===== src/rtl/mem_pkg.sv =====
// Shared types and constants for the wait-stated memory responder and its storage.
package mem_pkg;

    typedef enum logic [1:0] {
        IDLE = 2'd0,
        WAIT = 2'd1,
        RESP = 2'd2
    } state_t;

    localparam int DEFAULT_DEPTH_WORDS = 64;
    localparam int DEFAULT_WAIT_CYCLES = 2;
    localparam int CNT_W               = 4;

    // Word-address width for a given depth; never narrower than one bit.
    function automatic int word_addr_width(input int depth);
        if (depth <= 2) begin
            return 1;
        end
        return $clog2(depth);
    endfunction

endpackage


===== src/rtl/mem_array.sv =====
// Word-addressed single-port RAM with a registered read; contents survive reset.
module mem_array
    import mem_pkg::*;
#(
    parameter int DEPTH_WORDS = DEFAULT_DEPTH_WORDS,
    parameter int AW          = word_addr_width(DEPTH_WORDS)
) (
    input  logic          clock,
    input  logic          we,
    input  logic [AW-1:0] waddr,
    input  logic [31:0]   wdata,
    output logic [31:0]   rdata
);

    logic [31:0] r_mem [DEPTH_WORDS];

    // Read-before-write: a write cycle returns the old word, which the responder discards.
    always_ff @(posedge clock) begin
        if (we) begin
            r_mem[waddr] <= wdata;
        end
        rdata <= r_mem[waddr];
    end

endmodule


===== src/rtl/mem_responder.sv =====
// Memory-mapped responder: latches one request, inserts wait states, then pulses ack with data/flags.
module mem_responder
    import mem_pkg::*;
#(
    parameter int DEPTH_WORDS = DEFAULT_DEPTH_WORDS,
    parameter int WAIT_CYCLES = DEFAULT_WAIT_CYCLES
) (
    input  logic        clock,
    input  logic        reset,
    input  logic        req,
    input  logic        wr,
    input  logic [31:0] addr,
    input  logic [31:0] wdata,
    output logic        ack,
    output logic [31:0] rdata,
    output logic        misaligned,
    output logic        out_of_range,
    output logic        busy
);

    localparam int             AW       = word_addr_width(DEPTH_WORDS);
    localparam bit             HAS_WAIT = (WAIT_CYCLES > 0);
    localparam logic [CNT_W-1:0] CNT_LOAD = HAS_WAIT ? CNT_W'(WAIT_CYCLES - 1) : '0;

    state_t             r_state;
    state_t             w_state_next;
    logic [CNT_W-1:0]   r_cnt;
    logic [CNT_W-1:0]   w_cnt_next;
    logic               r_wr;
    logic [AW-1:0]      r_word;
    logic [31:0]        r_wdata;
    logic               r_misaligned;
    logic               r_out_of_range;

    logic               w_misaligned;
    logic               w_out_of_range;
    logic               w_err;
    logic               w_access;
    logic               w_we;
    logic [AW-1:0]      w_ram_addr;
    logic [31:0]        w_ram_wdata;
    logic [31:0]        w_ram_rdata;
    logic               w_in_idle;

    assign w_misaligned   = (addr[1:0] != 2'b00);
    assign w_out_of_range = (addr[31:2] >= 30'(DEPTH_WORDS));
    assign w_err          = w_misaligned | w_out_of_range;
    assign w_in_idle      = (r_state == IDLE);

    always_comb begin
        w_state_next = r_state;
        w_cnt_next   = r_cnt;
        w_access     = 1'b0;
        case (r_state)
            IDLE: begin
                if (req) begin
                    if (w_err) begin
                        w_state_next = RESP;
                    end else if (HAS_WAIT) begin
                        w_state_next = WAIT;
                        w_cnt_next   = CNT_LOAD;
                    end else begin
                        w_state_next = RESP;
                        w_access     = 1'b1;
                    end
                end
            end
            WAIT: begin
                if (r_cnt == '0) begin
                    w_state_next = RESP;
                    w_access     = 1'b1;
                end else begin
                    w_cnt_next = r_cnt - 1'b1;
                end
            end
            RESP: begin
                w_state_next = IDLE;
            end
            default: begin
                w_state_next = IDLE;
            end
        endcase
    end

    // Zero-wait accesses happen on the sampling edge, so the RAM sees the live request then.
    assign w_ram_addr  = w_in_idle ? addr[AW+1:2] : r_word;
    assign w_ram_wdata = w_in_idle ? wdata : r_wdata;
    assign w_we        = w_access & (w_in_idle ? wr : r_wr);

    always_ff @(posedge clock or posedge reset) begin
        if (reset) begin
            r_state        <= IDLE;
            r_cnt          <= '0;
            r_wr           <= 1'b0;
            r_word         <= '0;
            r_wdata        <= '0;
            r_misaligned   <= 1'b0;
            r_out_of_range <= 1'b0;
        end else begin
            r_state <= w_state_next;
            r_cnt   <= w_cnt_next;
            if (w_in_idle && req) begin
                r_wr           <= wr;
                r_word         <= addr[AW+1:2];
                r_wdata        <= wdata;
                r_misaligned   <= w_misaligned;
                r_out_of_range <= w_out_of_range;
            end
        end
    end

    mem_array #(
        .DEPTH_WORDS (DEPTH_WORDS),
        .AW          (AW)
    ) u_mem_array (
        .clock (clock),
        .we    (w_we),
        .waddr (w_ram_addr),
        .wdata (w_ram_wdata),
        .rdata (w_ram_rdata)
    );

    always_comb begin
        ack          = (r_state == RESP);
        busy         = ~w_in_idle;
        misaligned   = ack & r_misaligned;
        out_of_range = ack & r_out_of_range;
        rdata        = '0;
        if (ack && !r_wr && !r_misaligned && !r_out_of_range) begin
            rdata = w_ram_rdata;
        end
    end

endmodule


===== config.mk =====
export PLATFORM = sky130hd
export DESIGN_NAME = mem_responder
export DESIGN_NICKNAME = d
export VERILOG_FILES = /design/src/rtl/mem_pkg.sv /design/src/rtl/mem_array.sv /design/src/rtl/mem_responder.sv
export SDC_FILE = /design/constraint.sdc
export NUM_CORES = 2
export LEC_CHECK = 0
export CORE_MARGIN = 10
export CORE_UTILIZATION = 40
export DETAILED_ROUTE_END_ITERATION = 12
export PLACE_DENSITY = 0.66
export SLEW_MARGIN = 20
export SYNTH_ARGS = -nofsm -noshare
export SYNTH_HDL_FRONTEND = slang
export SYNTH_SLANG_ARGS = --single-unit

===== constraint.sdc =====
create_clock -name clock -period 8.21 [get_ports clock]
set_clock_uncertainty 0.1 [all_clocks]
set_input_delay 1.2315 -clock clock [delete_from_list [all_inputs] [get_ports clock]]
set_output_delay 1.2315 -clock clock [all_outputs]
set_load 0.01 [all_outputs]

==> results by group <==
Floorplanning
  • Row count: 164
  • DIE HEIGHT: 468 microns
  • Top Ports: 104
  • Die ar.: 219000 sq um
  • Core area: 199000 sq um
  • Initial Util: 40.2%
  • Die W: 468 microns

Worst setup path
  • Critical Path AT: 5.98 ns
  • Crit Path Max Fanout: 28
  • Slowest stage cell, crit path: nand3_1
  • Critical path required time: 8.62 ns
  • CP Cell Sequence: clkdlybuf4s50_1 > or3b_2 > and2_2 > nand3_1 > nor2_4 > buf_4
  • Top Family by Delay on Critical Path: simple AND/OR/NAND/NOR gates
  • CP Buf/Inv Count: 2
  • Worst stage delay on the critical path: 1.03 ns
  • Element type at the critical path end: register
  • Crit Path Class: input port to register
  • Nature of the critical path startpoint: input port

Routing
  • DRC: 0
  • WL met2: 118000 microns
  • Remaining antenna violation count: 0
  • Vias: 49900
  • First-pass DRT Iterations: 10
  • DR iter-0 viols: 9120
  • Final Routed Wirelength: 267000 microns
  • Metal3 WL: 38900 microns
  • Average wire per standard cell: 34.2 microns
  • Wire length on met1: 94600 microns
  • Vias per inst: 6.39
  • Top Metal Used: met5

Synthesis
  • Sequential share of the synthesized area: 79.0%
  • Primary FF master, synth: edfxtp_1
  • Syn avg cell area: 16.8 sq um
  • Syn_nets: 4826
  • Flops & latches, synth: 2127
  • Synthesized cell area: 80200 sq um
  • Syn Inst Count: 4757
  • Unique masters post-synth: 71
  • EDFF count, synth: 2048
  • Synthesis Warnings: 0
  • Asr flop ratio synth: 2.21%

STA
  • Final setup vio count: 0
  • Max Slew Vio Count: 0
  • Relative slew margins: 15.8%
  • Setup TNS Final: 0 ns
  • FMAX: 0.179 GHz
  • Hold Vio Cnt, Final: 0
  • Slew of the pin with the lowest slew margin: 1.26 ns
  • Unrepaired setup endpoints after global routing: no
  • Fin crit period: 5.57 ns
  • Tcrit/Tclk final: 67.9%

Pwr
  • Clk network pwr share: 26.5%
  • Switch share: 36.3%
  • Switching power: 12.3 mW
  • Combinational Power Share: 30.9%
  • Cell Int Power: 21.6 mW
  • Flop pwr share: 42.6%
  • P_leak: 29.1 nW
  • Max rail drop VDD: 0.662 mV
  • Pwr/cell area: 366 nW/um^2

Finish
  • Util after Layout: 46.4%
  • Layout cells sized above 1: 13.8%
  • Fillers: 16800
  • Fin nets: 5042
  • Register area: 63300 sq um
  • P&R area growth vs syn: 15.4%
  • Most frequent cells in the layout: edfxtp_1, nand2_1, a22oi_1
  • Commonest non-fill, non-tap cell in the layout: edfxtp_1
  • Post-Layout Cell Count: 7816
  • Multi-input gate area: 16400 sq um

Clock network
  • # Post-CTS Setup Buffers: 0
  • Worst-Skew Late Latency: 0.86 ns
  • Clock-pin slew on the worst setup and hold paths: 0.06 ns
  • CTS tree: built
  • Clk sinks: 2127
  • # H-tree levels: 4
  • Clk buf depth: 3
  • TritonCTS Buffers: 198
  • Root Driver: clkbuf_16
  • PostCTS Resize Cnt: 0
  • Hold_buf cts: 0

Hold path
  • Worst hold path class: register to register

Place
  • Cell count after placement: 7424
  • DP Wirelength: 155000 microns
  • GPL Wtd Cong: 0.882
  • PortBufs: 103

Global route
  • Vias in the first global route: 47200
  • Total congestion overflow: 0
  • First-pass GRT wire length: 371000 microns
  • Largest net degree at the start of global routing: 83
  • Initial antenna violation count: 39
  • Total GRT Usage: 23.7%

Run status
  • Status: finished clean

Job
  • Maxcap violations: 0
routing by layer:
| metal | GRT usage (%) | up-vias |
|---|---|---|
| met4 | 11.5 | 28 |
| met2 | 35.3 | 4066 |
| li1 | - | 19800 |
| met3 | 7.41 | 764 |
| met5 | 0 | - |
| met1 | 31.3 | 25300 |
metrics by stage:
stage	hold slack, ns	setup WS, ns	power [mW]	instance area (sq um)
6_report	0.375	2.64	33.9	92500
5_1_grt	0.400	2.60	34.5	92500
4_1_cts	0.378	2.76	33.5	92400
3_5_place_dp	0.362	1.91	24.7	86100
3_3_place_gp	0.359	0.315	24.5	85600
2_1_floorplan	0.346	3.18	19.7	80200
layout make-up:
cell class                      count  share of cell area (%)
Multi-Input combinational cell   2326                    17.7
Timing Repair Buffer              314                    3.43
Tap cell                         2656                    3.59
Inverter                            6                  0.0270
Sequential cell                  2127                    68.4
Clock buffer                      286                    5.99
Antenna cell                       13                  0.0352
Clock inverter                     88                   0.798
Yosys cell counts, types with 48 or more instances:
master / number / area, sq um
a21oi_1: 73 / 365
a221oi_1: 81 / 709
a222oi_1: 78 / 781
a22o_1: 79 / 692
a22oi_1: 399 / 3000
a31oi_1: 138 / 863
buf_2: 111 / 556
clkbuf_1: 111 / 417
edfxtp_1: 2048 / 61500
mux2_2: 49 / 552
mux2i_1: 201 / 2010
nand2_1: 459 / 1720
nand3_1: 55 / 275
nand4_1: 72 / 450
nor2_1: 115 / 432
o21ai_0: 203 / 1020
o22a_1: 48 / 420
flip-flops by register name, summed over array words and instances (netlist names):
| signal | count |
|---|---|
| u_mem_array.r_mem | 2048 |
| r_wdata | 32 |
| r_word | 6 |
| r_cnt | 4 |
| r_misaligned | 1 |
| r_state | 2 |
| r_wr | 1 |
| r_out_of_range | 1 |
| u_mem_array.rdata | 32 |
power groups by stage:
stage	logic (mW)	registers [mW]	clock network, mW
final	10.5	14.4	8.97
after global routing	10.7	14.4	9.44
after detailed placement	10.1	14.6	0
after CTS	10.1	14.4	8.98
after floorplan	5.14	14.5	0
after global placement	9.86	14.6	0
tightest hold or removal path: stages, from the launching register on:
cell	delay, ns
dfrtp_1	0.34
nand2_1	0.05
nand2_1	0.05
cells by family after synthesis:
kind of cell	count (synthesis)	synth area share, %
DFF	2127	79.0
AOI/OAI and AO/OA	1214	11.0
and+or+nand+nor	857	4.87
buffers and inverters	304	1.80
muxes	254	3.27
adders and majority gates	1	0.0156
final timing paths:
check | from | to | slack [ns] | cells past startpoint
setup / recovery | addr[3] | u_mem_array.r_mem[16][1] | 2.64 | 6
hold / removal | r_wdata[15] | r_wdata[15] | 0.38 | 2
setup reg to reg | r_state[0] | u_mem_array.r_mem[16][1] | 2.98 | 8
hold reg to reg | r_wdata[15] | r_wdata[15] | 0.38 | 2
max in group asynchronous | reset | r_wdata[10] | 6.78 | 2
min in group asynchronous | reset | r_wdata[1] | 0.74 | 2
Power figures use the tool's default switching activity.
